==> config.mk <==
export PLATFORM = sky130hd
export DESIGN_NAME = sram_ctl
export DESIGN_NICKNAME = d
export VERILOG_FILES = /design/src/rtl/sram_ctl.sv
export SDC_FILE = /design/constraint.sdc
export NUM_CORES = 1
export LEC_CHECK = 0
export BUFFER_PORTS_ARGS = -buffer_cell sky130_fd_sc_hd__buf_4
export CAP_MARGIN = 20
export CORE_MARGIN = 2
export CORE_UTILIZATION = 30
export DETAILED_ROUTE_END_ITERATION = 8
export PLACE_DENSITY = 0.54
export SKIP_CTS_REPAIR_TIMING = 1
export SYNTH_ARGS = -nofsm -noshare
export SYNTH_HDL_FRONTEND = slang
export SYNTH_SLANG_ARGS = --single-unit
==> constraint.sdc <==
create_clock -name clk -period 2.45 [get_ports clk]
set_input_delay 0.1225 -clock clk [delete_from_list [all_inputs] [get_ports clk]]
set_output_delay 0.1225 -clock clk [all_outputs]
set_load 0.03 [all_outputs]
==> src/rtl/sram_ctl.sv <==
// sram_ctl: single-port synchronous SRAM with a clear sequencer and a
// req/ready/rvalid handshake. After reset, and on every clr request, the
// whole array is swept to CLR_VAL before accesses are accepted.
// Optional feature macro: SRAM_PARITY_EN adds one parity bit per word,
// parity error injection via par_inv, and the perr read flag.
module sram_ctl #(
  parameter int                 DATA_W  = 16,
  parameter int                 ADDR_W  = 5,
  parameter logic [DATA_W-1:0]  CLR_VAL = '0
) (
  input  logic              clk,
  input  logic              rst_n,
  input  logic              req,
  input  logic              we_n,
  input  logic [ADDR_W-1:0] addr,
  input  logic [DATA_W-1:0] data_in,
  input  logic              clr,
  input  logic              par_inv,
  output logic              ready,
  output logic              rvalid,
  output logic [DATA_W-1:0] data_out,
  output logic              perr
);

  localparam int                DEPTH    = 2 ** ADDR_W;
  localparam logic [ADDR_W-1:0] CNT_LAST = {ADDR_W{1'b1}};
  localparam logic [ADDR_W-1:0] CNT_ZERO = {ADDR_W{1'b0}};

  typedef enum logic [0:0] {
    ST_SWEEP = 1'b0,
    ST_READY = 1'b1
  } state_t;

  state_t              state_r;
  logic [ADDR_W-1:0]   cnt_r;
  logic                ready_r;
  logic                rvalid_r;
  logic [DATA_W-1:0]   data_out_r;
  logic                perr_r;

  logic [DATA_W-1:0]   mem_r [DEPTH];

  logic                acc_s;
  logic                wr_s;
  logic                rd_s;
  logic                mem_we_s;
  logic [ADDR_W-1:0]   mem_addr_s;
  logic [DATA_W-1:0]   mem_wdata_s;

`ifdef SRAM_PARITY_EN
  logic                par_mem_r [DEPTH];
  logic                mem_wpar_s;

  // Even parity of a data word (XOR reduction).
  function automatic logic parity_f(input logic [DATA_W-1:0] d);
    return ^d;
  endfunction
`else
  // par_inv has no function without parity storage.
  logic                unused_par_inv_s;
  assign unused_par_inv_s = par_inv;
`endif

  assign ready    = ready_r;
  assign rvalid   = rvalid_r;
  assign data_out = data_out_r;
  assign perr     = perr_r;

  // Access acceptance: clr has priority over req, and nothing is taken while sweeping.
  always_comb begin
    acc_s = 1'b0;
    wr_s  = 1'b0;
    rd_s  = 1'b0;
    if ((state_r == ST_READY) && ready_r && req && !clr) begin
      acc_s = 1'b1;
      wr_s  = !we_n;
      rd_s  = we_n;
    end else begin
      acc_s = 1'b0;
    end
  end

  // Array write port mux: the sweep owns the port while clearing, the requester otherwise.
  always_comb begin
    mem_we_s    = 1'b0;
    mem_addr_s  = addr;
    mem_wdata_s = data_in;
`ifdef SRAM_PARITY_EN
    mem_wpar_s  = parity_f(data_in) ^ par_inv;
`endif
    if (state_r == ST_SWEEP) begin
      mem_we_s    = 1'b1;
      mem_addr_s  = cnt_r;
      mem_wdata_s = CLR_VAL;
`ifdef SRAM_PARITY_EN
      mem_wpar_s  = parity_f(CLR_VAL);
`endif
    end else begin
      mem_we_s    = wr_s;
    end
  end

  // Storage array write; contents are deliberately not reset (the sweep clears them).
  always_ff @(posedge clk) begin
    if (mem_we_s) begin
      mem_r[mem_addr_s] <= mem_wdata_s;
`ifdef SRAM_PARITY_EN
      par_mem_r[mem_addr_s] <= mem_wpar_s;
`endif
    end
  end

  // Control FSM plus registered read data, rvalid pulse and ready flag.
  always_ff @(posedge clk or negedge rst_n) begin
    if (!rst_n) begin
      state_r    <= ST_SWEEP;
      cnt_r      <= CNT_ZERO;
      ready_r    <= 1'b0;
      rvalid_r   <= 1'b0;
      data_out_r <= {DATA_W{1'b0}};
      perr_r     <= 1'b0;
    end else begin
      rvalid_r <= rd_s;
      if (rd_s) begin
        data_out_r <= mem_r[addr];
`ifdef SRAM_PARITY_EN
        perr_r     <= parity_f(mem_r[addr]) ^ par_mem_r[addr];
`else
        perr_r     <= 1'b0;
`endif
      end
      case (state_r)
        ST_SWEEP: begin
          cnt_r <= cnt_r + ADDR_W'(1);
          if (cnt_r == CNT_LAST) begin
            state_r <= ST_READY;
            ready_r <= 1'b1;
          end else begin
            state_r <= ST_SWEEP;
            ready_r <= 1'b0;
          end
        end
        ST_READY: begin
          if (clr) begin
            state_r <= ST_SWEEP;
            cnt_r   <= CNT_ZERO;
            ready_r <= 1'b0;
          end else begin
            state_r <= ST_READY;
            ready_r <= 1'b1;
          end
        end
        default: begin
          state_r <= ST_SWEEP;
          cnt_r   <= CNT_ZERO;
          ready_r <= 1'b0;
        end
      endcase
    end
  end

endmodule

==> flow_metrics.tcl <==
set metrics [dict create \
    status "completed" \
    peakVddDrop_uv 505 \
    synth_nets 1205 \
    post-route-period-util_pct 90.5 \
    dieWidth_um 270 \
    min_path_type "input port to asynchronous set/reset pin" \
    cp-start-kind "register" \
    relSlewSlack_pct 50.6 \
    finalMaxSlewViolations 0 \
    finalNonFillerCells 2291 \
    start_util_pct 30.3 \
    place_hpwl_um 30700 \
    syn_to_final_growth_pct 17.9 \
    layout-drive-gt1-share_pct 20.6 \
    power_per_cell_area_mw_per_mm2 943 \
    core_area_mm2 0.0701 \
    multi_input_area_mm2 0.00493 \
    cts_buffers 55 \
    antenna_found_initial 0 \
    synth-seq-cells 535 \
    cp_top_family "simple AND/OR/NAND/NOR gates" \
    crit_end "mem_r[1][0]" \
    clkLatencyLatePin_ps 600 \
    met1Wirelength_um 24000 \
    grt_pass1_vias 11200 \
    worst_slew_pin_slew_ps 741 \
    num_vias 11100 \
    met3_length_um 2850 \
    cts_tree "built" \
    n_antenna_cell 0 \
    rsz0062_at_grt "false" \
    seq_area_frac_synth_pct 75.0 \
    die_h_um 270 \
    leakage_uw 0.00898 \
    worstSetupStartpoint "ready" \
    root_buffer "clkbuf_16" \
    ff_latch_area_mm2 0.0160 \
    grt_max_degree 43 \
    viasPerCell 4.84 \
    track_usage_pct 14.1 \
    arrival_ps 2500 \
    dieArea_mm2 0.0730 \
    ys_warn_count 0 \
    drc 0 \
    dp_cells 2187 \
    syn_area_mm2 0.0213 \
    drv_cap 0 \
    skew_ps 19.1 \
    required_ps 2730 \
    dr.pass1.iters 5 \
    timing.rr.end "mem_r[1][0]" \
    synth_area_per_cell_um2 18.1 \
    top_layer "met4" \
    port_buffers 43 \
    rr_worst_depth 6 \
    cp-end-kind "register" \
    final_net_count 1335 \
    cts.sinks 535 \
    io_pins 46 \
    synthCells 1176 \
    clk_path_buf_depth 3 \
    fmax_mhz 451 \
    critPathMaxStageDelay_ps 490 \
    rows 97 \
    synthDistinctLibCells 40 \
    setup_viol 0 \
    finalSetupTns_ps 0 \
    worstSetupPathType "register to register" \
    crit_top_cell "buf_4" \
    wirelength_um 52000 \
    cp.depth 6 \
    fill_cells 6613 \
    cts.clk_slew.worst_paths_ps 60 \
    hold_viol 0 \
    h-tree-depth 2 \
    wl_per_cell_um 22.7 \
    timing.rr.start "ready" \
    crit_path_top_delay_cell "dfrtp_1" \
    crit_path_max_fanout 11 \
    critical_path_buf_inv_count 2 \
    path_cells "buf_4, or3_1, o21ai_0, nand2_1, nor2_1, buf_4" \
    layout_min_cycle_time_ps 2220 \
    dr_wl_met2_um 23800 \
    r2r_setup_slack_ps 230 \
    grt_overflow 0 \
    gp_congestion 0.741 \
    drt-initial-drc-count 939 \
    ant_nets 0 \
    grt_pass1_wl_um 75300 \
]
## cell usage in the layout (no fill, tap or decap), types with 7 or more instances in the layout
cell type  count
dfrtp_1       23
clkbuf_1      16
o22ai_1       21
and2_1        16
nor2_2        11
clkinv_1       7
clkbuf_8       9
a221oi_1      10
clkinv_2      10
buf_4        125
clkbuf_16     57
a22o_1        33
a21oi_1       32
o41ai_2       16
buf_12        15
a22oi_1       64
a221oi_2      22
nand2_1       35
nor2_1        22
edfxtp_1     512
mux2i_1      258
## synthesized netlist by cell type, drive strengths merged
library cell	count	area, um^2
xor2	1	8.76
edfxtp	512	15400
inv	4	15.0
o2bb2ai	2	17.5
ha	2	25.0
xnor2	1	8.76
mux2	2	22.5
clkbuf	25	97.6
nor3b	1	7.51
and2	17	106
a22oi	64	480
buf	45	325
a221oi	32	418
or3	2	12.5
nor2b	2	12.5
a21o	1	7.51
nand2	35	131
nor2	34	133
nand4b	1	8.76
nand3	2	10.0
dfrtp	23	576
or2	1	6.26
and3	1	6.26
o22ai	21	131
o21ai	3	15.0
o41ai	16	260
nand2b	2	12.5
mux2i	258	2580
a22o	33	289
a21oi	32	160
conb	1	3.75
## per-layer routing
| metal | global-route usage, % | vias to the layer above |
|---|---|---|
| met1 | 19.8 | 5725 |
| met5 | 0 | - |
| met4 | 4.38 | 0 |
| met2 | 22.1 | 269 |
| li1 | - | 5011 |
| met3 | 2.52 | 76 |
## area by class of cell
class	count	area share, %
well taps	940	4.69
clock buffers	82	6.42
inverters	4	0.0599
clock inverters	20	0.484
multi-input cells	567	19.7
flip-flops and latches	535	63.6
repair buffers	143	5.08
## sequential cells by signal, summed over array words and instances (netlist names)
name and cells:
ready 1, mem_r 512, cnt_r 5, rvalid 1, data_out 16
## cell families (layout without fill, tap and decap cells)
kind of cell / after synthesis / after routing / synth area share, %
flops: 535 / 535 / 75.0
mux: 260 / 260 / 12.2
compound gates: 204 / 204 / 8.37
simple gates: 98 / 98 / 2.10
buf+inv: 74 / 249 / 2.06
fa+ha+maj: 2 / 2 / 0.118
xor+xnor: 2 / 2 / 0.0824
other cells: 1 / 1 / 0.0176
## worst min-delay path by stage
stage	from	end	slack, ps
finish	rst_n	ready	10
global route	rst_n	data_out[8]	10
CTS	rst_n	data_out[8]	-560
detailed placement	rst_n	cnt_r[0]	90
global placement	rst_n	cnt_r[0]	80
floorplan	rst_n	cnt_r[0]	-170
## metrics by stage
stage / power [uW] / instance area, um^2 / utilization [%] / worst slack (ps) / hold slack (ps)
floorplan: 14200 / 21300 / - / -37.3 / -173
finish: 23700 / 25100 / 35.7 / 234 / 9.83
detailed placement: 15900 / 23300 / 33.3 / 234 / 87.2
global route: 24600 / 25100 / 35.7 / 90.6 / 13.2
global placement: 15800 / 23300 / 33.3 / 257 / 83.4
CTS: 23900 / 25100 / 35.7 / 263 / -562
## where the power goes
part / internal [uW] / switching, uW / leakage [uW]
clock: 4620 / 3340 / 0.000851
combinational: 1200 / 2550 / 0.00308
sequential: 11500 / 395 / 0.00505
total: 17400 / 6280 / 0.00898
No activity file was read; power rests on OpenSTA's default activity.
